===== config.mk =====
export PLATFORM = sky130hd
export DESIGN_NAME = mem_readout_scanner
export DESIGN_NICKNAME = d
export VERILOG_FILES = /design/src/rtl/mem_readout_scanner.sv
export SDC_FILE = /design/constraint.sdc
export NUM_CORES = 1
export LEC_CHECK = 0
export CORE_MARGIN = 5
export CORE_UTILIZATION = 30
export CTS_CLUSTER_SIZE = 8
export DETAILED_ROUTE_END_ITERATION = 6
export SLEW_MARGIN = 30
export SYNTH_ARGS = -nofsm -noshare
export SYNTH_HDL_FRONTEND = slang
export SYNTH_SLANG_ARGS = --single-unit

===== constraint.sdc =====
create_clock -name clk -period 3.9 [get_ports clk]
set_input_delay 0.78 -clock clk [delete_from_list [all_inputs] [get_ports clk]]
set_output_delay 0.78 -clock clk [all_outputs]
set_load 0.005 [all_outputs]

===== src/rtl/mem_readout_scanner.sv =====
// Sequential reader for the processor's parallel memory port: issues credit-limited
// reads, captures q after READ_LAT cycles and streams the words through a skid FIFO.
module mem_readout_scanner #(
    parameter int ADDR_W     = 24,
    parameter int DATA_W     = 16,
    parameter int CNT_W      = 16,
    parameter int READ_LAT   = 2,
    parameter int FIFO_DEPTH = 4
) (
    input  logic              clk,
    input  logic              rst,
    input  logic              start,
    input  logic [ADDR_W-1:0] base_addr,
    input  logic [CNT_W-1:0]  word_count,
    output logic [ADDR_W-1:0] parallelAddress,
    input  logic [DATA_W-1:0] q,
    output logic              m_valid,
    input  logic              m_ready,
    output logic [DATA_W-1:0] m_data,
    output logic              m_last,
    output logic              busy,
    output logic              done
);
    // One stage for the registered address plus READ_LAT stages of memory latency.
    localparam int PIPE_D = READ_LAT + 1;
    localparam int PTR_W  = $clog2(FIFO_DEPTH);
    localparam int FCNT_W = $clog2(FIFO_DEPTH + 1);
    localparam int OCC_W  = $clog2(FIFO_DEPTH + PIPE_D + 2);

    typedef enum logic [1:0] {
        IDLE,
        ISSUE,
        DRAIN,
        FINISH
    } state_t;

    state_t              state, stateNext;
    logic [ADDR_W-1:0]   nextAddr;
    logic [CNT_W-1:0]    remaining;
    logic [CNT_W-1:0]    wordLen;
    logic [CNT_W-1:0]    capCount;
    logic [PIPE_D-1:0]   pipeValid;

    logic [DATA_W-1:0]   fifoData [FIFO_DEPTH];
    logic [FIFO_DEPTH-1:0] fifoLast;
    logic [PTR_W-1:0]    rdPtr, wrPtr;
    logic [FCNT_W-1:0]   fifoCount;

    logic                issue, loadScan, push, pop, canIssue, captureLast;
    logic [ADDR_W-1:0]   issueAddr;
    logic [CNT_W-1:0]    scanRemaining;
    logic [OCC_W-1:0]    inflight;

    assign push        = pipeValid[PIPE_D-1];
    assign m_valid     = (fifoCount != '0);
    assign pop         = m_valid && m_ready;
    assign m_data      = m_valid ? fifoData[rdPtr] : '0;
    assign m_last      = m_valid && fifoLast[rdPtr];
    assign busy        = (state != IDLE);
    assign done        = (state == FINISH);
    assign captureLast = (capCount == wordLen - CNT_W'(1));

    always_comb begin
        inflight = '0;
        for (int i = 0; i < PIPE_D; i++) begin
            inflight = inflight + OCC_W'(pipeValid[i]);
        end
    end

    // A word popped this cycle frees its slot in time for a read issued now.
    assign canIssue = (OCC_W'(fifoCount) + inflight) < (OCC_W'(FIFO_DEPTH) + OCC_W'(pop));

    assign issueAddr     = (state == IDLE) ? base_addr : nextAddr;
    assign scanRemaining = loadScan ? word_count : remaining;

    always_comb begin
        // NOTE: every signal gets a default before the case so no path leaves it unassigned (no latch).
        stateNext = state;
        issue     = 1'b0;
        loadScan  = 1'b0;
        unique case (state)
            IDLE: begin
                if (start) begin
                    loadScan = 1'b1;
                    if (word_count == '0) begin
                        stateNext = FINISH;
                    end else begin
                        // The first read leaves with the start edge so its address shows in cycle 1.
                        issue     = 1'b1;
                        stateNext = (word_count == CNT_W'(1)) ? DRAIN : ISSUE;
                    end
                end
            end
            ISSUE: begin
                if (canIssue) begin
                    issue = 1'b1;
                    if (remaining == CNT_W'(1)) stateNext = DRAIN;
                end
            end
            DRAIN: begin
                if (pop && fifoLast[rdPtr]) stateNext = FINISH;
            end
            FINISH: stateNext = IDLE;
            default: stateNext = IDLE;
        endcase
    end

    always_ff @(posedge clk or posedge rst) begin
        // NOTE: state uses non-blocking assignments so every register samples pre-edge values.
        if (rst) begin
            state           <= IDLE;
            parallelAddress <= '0;
            nextAddr        <= '0;
            remaining       <= '0;
            wordLen         <= '0;
            capCount        <= '0;
            pipeValid       <= '0;
        end else begin
            state     <= stateNext;
            pipeValid <= {pipeValid[PIPE_D-2:0], issue};
            if (loadScan) begin
                wordLen  <= word_count;
                capCount <= '0;
            end else if (push) begin
                capCount <= capCount + CNT_W'(1);
            end
            if (issue) begin
                parallelAddress <= issueAddr;
                nextAddr        <= issueAddr + ADDR_W'(1);
                remaining       <= scanRemaining - CNT_W'(1);
            end
        end
    end

    always_ff @(posedge clk or posedge rst) begin
        if (rst) begin
            rdPtr     <= '0;
            wrPtr     <= '0;
            fifoCount <= '0;
        end else begin
            if (push) wrPtr <= wrPtr + PTR_W'(1);
            if (pop)  rdPtr <= rdPtr + PTR_W'(1);
            unique case ({push, pop})
                2'b10:   fifoCount <= fifoCount + FCNT_W'(1);
                2'b01:   fifoCount <= fifoCount - FCNT_W'(1);
                default: fifoCount <= fifoCount;
            endcase
        end
    end

    // NOTE: storage is left unreset; outputs are masked by m_valid, so stale entries are never seen.
    always_ff @(posedge clk) begin
        if (push) begin
            fifoData[wrPtr] <= q;
            fifoLast[wrPtr] <= captureLast;
        end
    end

endmodule


After elaboration in Yosys (flattened, before gate mapping). Memories as Yosys holds them, arrays and structs flattened. Cells that the tools add are included.

Memories kept: 1. Logic and storage cells: 77. RAM bits: 64. Bits of input ports: 60. Register bits after elaboration: 112. Output and inout port bits: 44.

Reduce and logical (&&, ||, !) cells: 11. Magnitude comparators: 4. Equal/unequal tests: 12. Add/sub/neg operators: 12. Mux-type cells: 26.

Memories: fifoData (words 4, bits a word 16, read ports 1, clocked after memory_dff 0, wr ports 1, RTL line 44) `logic [DATA_W-1:0] fifoData [FIFO_DEPTH];`.

Operators with widths (number): 16-bit two-way mux (4); 16-bit by 1-bit == test with 1-bit output (second input constant) (2); 16-bit by 1-bit subtractor with 16-bit output (second input constant) (2); 24-bit by 1-bit adder with 24-bit output (second input constant) (1); 24-bit two-way mux (1); 16-bit by 1-bit adder with 16-bit output (second input constant) (1); 16-bit == test (1); 16-bit zero test (1); 2-bit two-way mux (6); 1-bit two-way mux (9); 2-bit inequality test (second input constant) (4); 2-bit case mux with 4 select lines (1); 2-bit == test (second input constant) (3); 2-bit by 3-bit < comparator with 1-bit output (second input constant) (2); 3-bit case mux with 2 select lines (1); 2-bit nonzero test (3); 2-bit by 1-bit adder with 2-bit output (second input constant) (2); 3-bit by 1-bit adder with 4-bit output (first input constant) (1); 3-bit by 3-bit adder with 4-bit output (1); 4-bit bitwise mux (1); 2-bit by 1-bit == test with 1-bit output (second input constant) (2); 1-bit logical AND (4); 4-bit < comparator (1); 4-bit AND reduction (1); other kinds (10) (10).

Logic depth before layout (Yosys ltp). Gate-level depths: netlist of run 1.

Depth after elaboration: 6. Depth in mapped cells: 16. Depth with buffers taken out: 11.

Worst setup path after synthesis of run 1. OpenSTA, ideal clock, no wires.

Path kind: input-to-reg. Start: input start. End: register remaining[6]. Arrival time: 3.234 ns. Slack: 0.530 ns. Stages: 13. Setup time: 0.137 ns. Cells stage by stage: buf_2 > and2_1 > buf_2 > clkbuf_1 > clkbuf_1 > nand2_1 > a21boi_0 > ha_1 > nand3_1 > a2111oi_2 > mux2_2 > a21oi_1 > a21oi_1.

Longest elaborated chain between the ends: 4.

RTL lines: from (decl) (RTL line 12) `input logic start,`; 1-bit two-way mux (RTL line 83) `if (start) begin`; 1-bit two-way mux (RTL line 81) `unique case (state)`; 16-bit two-way mux (RTL line 74) `assign scanRemaining = loadScan ? word_count : remaining;`; 16-bit by 1-bit subtractor with 16-bit output (RTL line 130) `remaining <= scanRemaining - CNT_W'(1);`; to (signal assigned) (RTL line 130); to (decl) (RTL line 39) `logic [CNT_W-1:0] remaining;`.

Parallel ways exist; a longest one is shown, timed or not. A chain may end at the register's enable or synchronous reset.

Final worst setup path of run 1.
Start: register pipeValid[0]. End: register parallelAddress[1].

Longest elaborated chain between the ends: 6.

RTL lines: from (decl) (RTL line 42) `logic [PIPE_D-1:0] pipeValid;`; from (signal assigned) (RTL line 120) `pipeValid <= {pipeValid[PIPE_D-2:0], issue};`; 1-bit by 1-bit adder with 2-bit output (RTL line 66) `inflight = inflight + OCC_W'(pipeValid[i]);`; 2-bit by 1-bit adder with 3-bit output (RTL line 66); 3-bit by 3-bit adder with 4-bit output (RTL line 71) `assign canIssue = (OCC_W'(fifoCount) + inflight) < (OCC_W'(FIFO_DEPTH) + OCC_W'(pop));`; 4-bit < comparator (RTL line 71); 1-bit two-way mux (RTL line 95) `if (canIssue) begin`; 1-bit case mux with 2 select lines (RTL line 81); to (signal assigned) (RTL line 128) `parallelAddress <= issueAddr;`; to (decl) (RTL line 15) `output logic [ADDR_W-1:0] parallelAddress,`.

Every way passes these cells.

==> run summary, run 1 <==
The flow ran to the end, and the final reports show no timing, DRC or antenna violations. The die span in y is 190 µm. The library cell contributing the largest single delay on the critical path is fa_1. The count of endpoints failing hold in the final timing report came out at 0. The final non-filler cell area is 11900 µm². The number of max-cap violations came out at 0. The total power per unit cell area is 794 nW/µm². The achievable frequency is 298 MHz. The deepest clock path buffer count came out at 2.

The cell area after synthesis is 9730 µm². Broken down by cell family, the worst path's largest delay share belongs to adder cells. The worst path arrival time is 3.66 ns. The final critical path takes up 86.0% of the cycle. STA puts the critical path data required time at 4.21 ns.

The via count of the first global-routing pass was 7310. The synthesized netlist devotes 3.96% of its cell area to XOR and XNOR gates. The mux share of post-synthesis cell area came out at 8.26%.

For this run, the register share of the synthesized area comes to 48.8%. The share of the synthesized area in compound gates (AO/OA/AOI/OAI) came out at 14.0%. The count of buffering cells on the critical path with inverters included came out at 3. The CTS H-tree depth is 4.

The number of pins exceeding their max-slew limit in the final report came out at 0. After legalization and detailed placement, the total HPWL measured 17200 µm. The shortest period the worst path allows is 3.35 ns.

The setup clock skew after layout is 0.0187 ns. By area, the combinational part of the netlist is dominated by simple AND/OR/NAND/NOR gates. The worst stage delay on the critical path came out at 0.54 ns. The relative slew slack came out at 39.3%.

Traced cell by cell, the critical path runs through fa_1 -> ha_1 -> inv_1 -> fa_1 -> nor2b_1 -> a31oi_1 -> or2_2 -> and2_2 -> inv_2 -> buf_12 -> mux2_2. STA classifies the critical path endpoint as a flip-flop. From synthesis to final layout, the design area changed by 22.0%. The number of antenna violations at the first check in global routing is 2.

The detail-routed net length per standard cell is 16.8 µm. Summing the areas of all fa, ha and maj instances in the mapped netlist gives 2.68% of the synthesized area. The violation count after the first detailed-routing iteration is 633. The clock net sink count is 176. The number of nets in the finished design is 1097. The TritonCTS clock tree is built. The critical path depth in cells is 11. The path class of the lowest-slack min-delay path is reg -> reg.

Among the stages of the critical path, the cell type that occurs most often is fa_1. The number of synthesized register bits is 176. The synthesized area per cell is 10.5 µm². The total CTS buffers came out at 17. Across all layers, the routed design uses 7410 vias. The critical path class is reg -> reg. The async set-or-reset flop fraction in the synthesized netlist is 61.4%.

The most used flip-flop cell after synthesis is dfrtp_1. By area the synthesized netlist is led by dfrtp_1 28%, edfxtp_1 21%, mux4_2 3.9%. The floorplan step set the die width to 190 µm. Pin placement for this block handled 104 I/O pins. Summed over its instances, the top area cell type makes up 27.8% of the synthesized netlist area. At the pin with the least slew margin, the transition time is 0.910 ns.

The area used by sequential logic in the layout came out at 4740 µm². The worst hold path passes through 0 cells. The number of placement rows is 66. The most area-hungry cell type in the Yosys netlist is dfrtp_1. The placer's final routability congestion estimate came out at 0.842. The logic depth of the worst register-to-register path came out at 11. The number of search-and-repair iterations in the first detailed-routing pass came out at 6. Summing the areas of all and, or, nand and nor instances in the mapped netlist gives 18.9% of the synthesized area. The worst setup path is launched from a flip-flop.

After clock tree synthesis, the setup repair step added 0 buffers. The combined area of the multi-input logic cells came out at 4670 µm². The pin count of the biggest net entering global routing came out at 57. The final wirelength is 24800 µm. The filler cell count in the final layout is 3205. The count of flip-flops with a built-in enable after synthesis is 68. The total number of yosys warnings came out at 0.

The library cells used most frequently in the layout, excluding fill and tap cells, are 108 x dfrtp_1, 103 x clkdlybuf4s50_1, 94 x nand2_1, 76 x nor2_1, 68 x edfxtp_1. The final number of setup-violating endpoints is 0. The clock tree root buffer cell is clkbuf_16. The post-route antenna net violation count is 0.

The area enclosed by the die boundary is 36100 µm². The placement-stage cell area is 11300 µm². The quantity of hold-fixing buffers added after cts came out at 0. Buffers placed on the I/O ports in this run total 103.

The via count normalized by instance count is 5.03. In this run, distinct cell masters in the synthesized netlist total 85. Setup repair after global routing left no endpoint under its margin. The post-cts repair resize count came out at 0. The worst-path maximum fanout is 45.

After clock tree synthesis, the clock-pin slew on the worst setup and hold paths is 0.07 ns. The leakage power total is 4.58 nW. The maximum vdd ir drop came out at 0.000546 V.

The clock latency reported for the late side of the worst-skew pair is 0.44 ns. The number of nets produced by synthesis is 1003. The effective utilization at floorplan is 30.1%. In the final layout, the share of cells above drive strength 1 is 11.5%. Across every metal layer, demand over resource in global routing totals 13.8%. The post-route DRC violation count is 0. The cell count after synthesis came out at 924. The placeable core area is 32300 µm². The sum of negative setup slack is 0 ns.

The most common cell after layout, fill and taps aside is dfrtp_1. The first global-routing pass estimated 40100 µm of wire. Summed over all layers, the global routing overflow is 0.
-- registers in the layout, summed over array words and instances (netlist names), 3 cells and up --
name             flops
remaining           16
wordLen             16
capCount            16
fifoData            64
parallelAddress     24
fifoCount            3
fifoLast             4
nextAddr            24
pipeValid            3
-- cells by family after synthesis --
| logic type | Yosys count |
|---|---|
| XOR/XNOR | 44 |
| AO/OA/AOI/OAI | 203 |
| AND/OR/NAND/NOR | 352 |
| adder cells (fa/ha/maj) | 19 |
| buffers and inverters | 73 |
| multiplexers | 57 |
| flip-flops | 176 |
-- cell type report --
class / count / share of cell area (%)
Clock inverter: 15 / 1.36
Tap cell: 442 / 4.66
Sequential cell: 176 / 40.0
Inverter: 23 / 0.749
Timing Repair Buffer: 125 / 10.3
Antenna cell: 1 / 0.0211
Multi-Input combinational cell: 675 / 39.4
Clock buffer: 17 / 3.58
-- power by group --
group / internal [W] / switching (W) / total, W
clock: 0.000858 / 0.000864 / 0.00172
combinational: 0.00212 / 0.00239 / 0.00451
sequential: 0.00260 / 0.000587 / 0.00319
-- routing by layer --
| metal | vias up | wire length, µm | global-route usage, % |
|---|---|---|---|
| met3 | 25 | 1040 | 2.88 |
| met1 | 3640 | 11400 | 18.5 |
| met2 | 171 | 12100 | 23.0 |
| li1 | 3572 | - | - |
| met5 | - | 20 | 0 |
| met4 | 2 | 342 | 3.59 |
-- worst paths after layout --
path | endpoint | startpoint | slack [ns]
max in group asynchronous | nextAddr[4]$_DFFE_PP0P_ | rst | 2.23
min in group asynchronous | nextAddr[16]$_DFFE_PP0P_ | rst | 0.83
min reg2reg | pipeValid[2]$_DFF_PP0_ | pipeValid[1]$_DFF_PP0_ | 0.41
max | parallelAddress[1]$_DFFE_PP0P_ | pipeValid[0]$_DFF_PP0_ | 0.55
max reg2reg | parallelAddress[1]$_DFFE_PP0P_ | pipeValid[0]$_DFF_PP0_ | 0.55
min | pipeValid[2]$_DFF_PP0_ | pipeValid[1]$_DFF_PP0_ | 0.41
-- cell usage after synthesis, types with 13 or more instances --
cell / n
mux2_2: 16
inv_1: 22
dfrtp_1: 108
mux2i_1: 24
nand2_1: 94
a21oi_1: 55
xor2_1: 24
mux4_2: 17
and2_1: 36
xnor2_1: 20
nand2b_1: 17
a211oi_1: 13
nand4_1: 13
clkbuf_1: 17
buf_2: 19
nand3_1: 34
edfxtp_1: 68
o21ai_0: 44
ha_1: 16
nor2_1: 76
-- metrics by stage --
| step | std cells | util [%] | power, W | setup slack [ns] | hold slack (ns) |
|---|---|---|---|---|---|
| after CTS | 1473 | 36.7 | 0.00954 | 0.517 | 0.418 |
| after global placement | 1441 | 34.9 | 0.00769 | 0.533 | 0.397 |
| after floorplan | 924 | - | 0.00617 | 0.274 | 0.386 |
| after detailed placement | 1441 | 34.9 | 0.00778 | 0.462 | 0.400 |
| final | 1474 | 36.8 | 0.00942 | 0.547 | 0.415 |
| after global routing | 1474 | 36.8 | 0.0102 | 0.382 | 0.434 |
Power figures use the tool's default switching activity.
==> inputs of run 2 (changes only) <==
--- a/config.mk
+++ b/config.mk
@@ -9,6 +9,7 @@
 export CORE_UTILIZATION = 30
 export CTS_CLUSTER_SIZE = 8
 export DETAILED_ROUTE_END_ITERATION = 6
+export PLACE_DENSITY = 0.51
 export SLEW_MARGIN = 30
 export SYNTH_ARGS = -nofsm -noshare
 export SYNTH_HDL_FRONTEND = slang
==> run 2 against run 1 <==
  * Critical path depth did not move
  * Register-to-register slack got worse by 0.09 ns
  * Design area rose by 0.23%
  * Power rose by 0.58%
  * Die area did not move
  * Fmax fell by 2.5%
  * First-iteration DRC count fell by 21%
  * Setup slack got worse by 0.087 ns
  * Flip-flop and latch count did not move
  * Sequential power barely moved
  * Largest cell class unchanged
  * Largest power group unchanged
==> run summary, run 2 (synthesis results as in run 1) <==
The flow ran to the end, and the final reports show no timing, DRC or antenna violations. The quantity of hold-fixing buffers added after cts is 0. The pin slew with the least headroom to its limit came out at 0.929 ns. The placeable core area is 32300 µm².

The floorplan has 66 rows. The HPWL after detailed placement is 17500 µm. The first global-routing pass estimated 40800 µm of wire. The count of endpoints failing hold in the final timing report came out at 0. Setup violations remaining at the end of the flow were counted as 0. The maximum vdd ir drop came out at 0.000574 V.

The number of vias in the routed layout is 7413. Excluding fillers, the count of instances in the completed layout stands at 1470. The violation count after the first detailed-routing iteration is 500.

The number of flip-flops under the largest register name came out at 64. The worst pin sits at a relative slew slack of 38.1%. The antenna diode count came out at 0. The total CTS buffers came out at 17. In the final layout, the share of cells above drive strength 1 is 11.4%. The width of the chip came out at 190 µm. Counting along the longest clock path gives a buffer depth of 2. The post-CTS repair timing setup buffer count came out at 0. The worst path arrival time came out at 3.76 ns. The required time reported for the critical path endpoint came out at 4.22 ns. Entering global routing, the biggest net connects 53 pins. Subtracting the final worst setup slack from the clock period gives 3.44 ns. The filler cell count in the final layout came out at 3196. Global routing consumed, over all layers together, 14.0% of the routing resources.

The post-route antenna net violation count came out at 0. The leakage power total is 4.60 nW. The sum of negative setup slack is 0 ns. Compared with the post-synthesis result, the final layout area differs by 22.3%.

The clock-pin slew on the worst setup and hold paths is 0.08 ns. The number of cells after detailed placement is 1438. The worst-path maximum fanout is 35. The total power per unit cell area came out at 796 nW/µm².

Setup repair after global routing left no endpoint under its margin. Derived from the worst setup path, the maximum achievable clock frequency is 291 MHz. The number of search-and-repair iterations in the first detailed-routing pass came out at 5. In this run the worst setup path begins at pipeValid[0]$_DFF_PP0_. For the final database, setup skew stands at 0.0174 ns. The post-cts repair resize count came out at 0. The total overflow left after global routing is 0. The worst hold path belongs to the class reg -> reg. The number of pins exceeding their max-slew limit in the final report came out at 0. The via count of the first global-routing pass came out at 7301. Leaving out fill and tap cells, the most frequent cell in the layout is dfrtp_1. The start point of the worst min-delay path is pipeValid[1]$_DFF_PP0_.

The number of nets in the finished design is 1094. The critical path in this run is classified as reg -> reg. The portion of the clock cycle consumed by the worst path in the final layout came out at 88.2%. The CTS H-tree depth came out at 4. The final wirelength is 25000 µm. The number of ports placed on the die boundary came out at 104. The area used by sequential logic in the layout came out at 4740 µm². The combined area of the multi-input logic cells came out at 4670 µm². The clock tree root buffer cell is clkbuf_16. The startpoint identified for the worst register-to-register timing path is pipeValid[0]$_DFF_PP0_. The kind of capture point of the worst setup path is a flip-flop. The initial utilization of the core area, before any placement, comes to 30.1%.

In this run the tool buffered the top-level ports with 103 buffer cells. The number of max-cap violations is 0. The clock latency reported for the late side of the worst-skew pair is 0.44 ns. Using the TritonRoute via totals, the vias-per-cell ratio works out to 5.04. The minimum hold slack came out at 0.412 ns. Ranked by flip-flop count, first place goes to fifoData. The largest registers in the layout are fifoData: 64 flops, nextAddr: 24 flops, parallelAddress: 24 flops. TritonCTS built the clock tree. The post-route DRC violation count came out at 0.

The detail-routed net length per standard cell is 17.0 µm. The placer's final routability congestion estimate came out at 0.822. The clock net sink count is 176. The library cells used most frequently in the layout, excluding fill and tap cells, are 108 x dfrtp_1, 103 x clkdlybuf4s50_1, 94 x nand2_1, 76 x nor2_1, 68 x edfxtp_1.

STA classifies the critical path startpoint as a flip-flop. The die span in y is 190 µm. The final core area utilization came out at 36.8%. The number of antenna violations at the first check in global routing is 0.

The area enclosed by the die boundary came out at 36100 µm².
[run 2: critical path, stage by stage, from the launching register on]
cell     delay (ns)
dfrtp_1        0.40
fa_1           0.54
ha_1           0.15
inv_1          0.05
fa_1           0.47
nor2b_1        0.13
a31oi_1        0.13
or2_2          0.41
and2_2         0.25
inv_2          0.09
buf_4          0.33
mux2_2         0.38
[run 2: worst paths after layout]
| path | slack, ns | depth (start not counted) | endpoint |
|---|---|---|---|
| max in group asynchronous | 2.38 | 3 | capCount[8]$_DFFE_PP0P_ |
| worst max register to register | 0.46 | 11 | parallelAddress[8]$_DFFE_PP0P_ |
| worst max-delay path | 0.46 | 11 | parallelAddress[8]$_DFFE_PP0P_ |
| worst min register to register | 0.41 | 0 | pipeValid[2]$_DFF_PP0_ |
| worst min-delay path | 0.41 | 0 | pipeValid[2]$_DFF_PP0_ |
| min in group asynchronous | 0.72 | 2 | nextAddr[5]$_DFFE_PP0P_ |
[run 2: metrics by stage]
stage,area (µm²),power (W),worst slack (ns)
5_1_grt,11900,0.0103,0.202
3_3_place_gp,11300,0.00776,0.405
6_report,11900,0.00947,0.460
3_5_place_dp,11300,0.00780,0.361
4_1_cts,11900,0.00962,0.425
2_1_floorplan,9730,0.00617,0.274
[run 2: per-layer routing]
layer / track usage, % / wire length, µm / vias up
met1: 19.3 / 11800 / 3684
li1: - / - / 3563
met2: 23.0 / 12000 / 138
met3: 2.42 / 791 / 28
met4: 3.67 / 347 / 0
met5: 0 / 0 / -
[run 2: layout make-up]
cell class	instances	share of cell area, %
Clock buffer	17	3.58
Multi-Input combinational cell	675	39.3
Clock inverter	15	1.48
Inverter	23	0.747
Timing Repair Buffer	122	10.4
Sequential cell	176	39.9
Tap cell	442	4.65
[run 2: power by group]
| group | internal (W) | switching [W] |
|---|---|---|
| registers | 0.00260 | 0.000574 |
| logic | 0.00214 | 0.00240 |
| clock network | 0.000874 | 0.000885 |
| total | 0.00562 | 0.00385 |
==> RTL change (config.mk and constraints of run 1) <==
The 4 states of `state_t` get a one-hot encoding in 4 bits.
--- a/src/rtl/mem_readout_scanner.sv
+++ b/src/rtl/mem_readout_scanner.sv
@@ -29,7 +29,7 @@
 
-    typedef enum logic [1:0] {
-        IDLE,
-        ISSUE,
-        DRAIN,
-        FINISH
+    typedef enum logic [3:0] {
+        IDLE   = 4'b0001,
+        ISSUE  = 4'b0010,
+        DRAIN  = 4'b0100,
+        FINISH = 4'b1000
     } state_t;
Formal check against the unedited RTL: same outputs for any inputs over 4 cycles, from zero or initial values and one cycle with rst high; so few cycles prove little.
==> RTL change against run 1 <==
  * Critical path depth increased by 1
  * Synthesized cell count increased by 4.8%
  * Routed wire length increased by 3.8%
  * Final area increased by 1.3%
  * Power decreased by 2.8%
  * Maximum frequency increased by 0.74%
  * Synthesized area about the same
  * First-iteration DRC count increased by 4.3%
  * Final cell count increased by 3.5%
  * Non-clock buffer count increased by 9
  * Setup slack improved by 0.025 ns
  * Sequential cell count increased by 2
  * Worst hold slack got worse by 0.00076 ns
  * Critical path type unchanged
  * Critical endpoint is now nextAddr[3]
  * Largest cell class unchanged
  * Largest power group unchanged
  * Highest routed layer unchanged
==> RTL change: results (changes against run 1) <==
Run status:
- The flow ran to the end, and the final reports show no timing, DRC or antenna violations.

Yosys:
- After synthesis, the most frequently instantiated cells are nand2_1, dfrtp_1, nor2_1.
- The post-synthesis compound-gate area fraction is 0.135 (-0.00478).
- The share of synthesized registers carrying an async set or reset was 0.618 (+0.00434).
- The post-synthesis share of cell area spent on full adders, half adders and majority gates is 0.0203 (-0.00643).
- The synthesized netlist net count is 1,042 (+3.9%).
- In the post-synthesis netlist, the biggest area contributors are dfrtp_1, edfxtp_1, nand2_1.
- The number of standard cells after synthesis is 968 (+4.8%).
- The xor and xnor area share after synthesis is 0.0432 (+0.00360).
- The share of the yosys chip area belonging to registers is 0.493 (+0.00521).

Power and ir drop:
- The design internal power is 0.00538 W (-3.6%).
- The combinational logic power is 0.00417 W (-7.5%).
- The largest voltage drop on the vdd net is 384 uV (-30%).
- The static power due to leakage is 4.63 nW (+1.1%).

Detailed routing:
- The routed metal-1 wire length is 12.0 mm (+5.6%).
- The routed wirelength normalized by instance count is 16.9 um (+0.29%).
- The total vias in the final route is 7,827 (+5.6%).
- The detailed-routed wire length on met3 came to 1.32 mm (+27%).
- The total length of routed met2 wires is 11.9 mm (-1.4%).

Layout:
- The count of placed standard cells in the final layout, fillers left out came to 1,525 (+3.5%).
- The number of diodes is 0 (-1).
- The number of nets in the final layout is 1,144 (+4.3%).
- The share of cells above drive strength 1 is 0.0979 (-0.0175).
- The final-layout fill cell count came to 3,163 (-1.3%).

Global routing:
- The wire length of the first global-routing pass is 42.0 mm (+4.9%).
- The maximum number of pins on one net before global-route repair is 64 (+12%).

Worst setup path:
- The largest fanout of any net on the critical path is 19 (-58%).
- The arrival time at the worst endpoint is 3.67 ns (about the same).
- The reg-to-reg setup timing slack came to 0.57 ns (+0.02 ns).

Placed design:
- The setup slack at placement came to 0.473 ns (+0.0109 ns).

Timing:
- The worst hold-check slack is 0.414 ns (-0.000759 ns).
- The clock skew is 0.0197 ns (+0.00100 ns).

CTS:
- The insertion delay to the later sink of the worst-skew pair came to 0.46 ns (+0.02 ns).
-- RTL change: changes by cell type in the layout (fill, tap and decap cells not counted), moves of 9 or more --
| cell | run 1 | this run |
|---|---|---|
| o21ai_0 | 44 | 53 |
| nand2_1 | 94 | 128 |
| and3_1 | 8 | 22 |
| a21oi_1 | 55 | 46 |
| nand2b_1 | 17 | 5 |
| a211oi_1 | 13 | 3 |
| nor2_1 | 76 | 88 |
| nor3_1 | 11 | 23 |
| buf_4 | 20 | 29 |
-- RTL change: cells by family after synthesis --
logic type / count (synthesis)
AO/OA/AOI/OAI: 203
XOR/XNOR: 48
adder cells (fa/ha/maj): 14
buffers and inverters: 70
flip-flops: 178
multiplexers: 51
AND/OR/NAND/NOR: 404
-- RTL change: final cells by class --
type / instances / area, um^2 / area share
sequential: 178 / 4800 / 0.399
multi-input combinational: 720 / 4680 / 0.389
timing repair buffer: 134 / 1290 / 0.107
tap: 442 / 553 / 0.0460
clock buffer: 17 / 425 / 0.0354
clock inverter: 15 / 206 / 0.0172
inverter: 19 / 73.8 / 0.00614
-- RTL change: critical path: stages, from the launching register on --
cell and delay (ns):
dfrtp_1 0.44, fa_1 0.50, ha_1 0.17, inv_1 0.06, fa_1 0.46, nor2b_1 0.15
a32o_1 0.25, nand2_1 0.12, and2_2 0.21, inv_2 0.20, buf_4 0.29, o21ai_0 0.12
a22o_1 0.24
-- RTL change: path summary, 6_finish.rpt --
path / startpoint / to / cells past startpoint
hold / removal: pipeValid[1] / pipeValid[2] / 0
max in group asynchronous: rst / capCount[11] / 3
hold reg to reg: pipeValid[1] / pipeValid[2] / 0
setup / recovery: fifoCount[0] / nextAddr[3] / 12
setup reg to reg: fifoCount[0] / nextAddr[3] / 12
min in group asynchronous: rst / parallelAddress[15] / 2
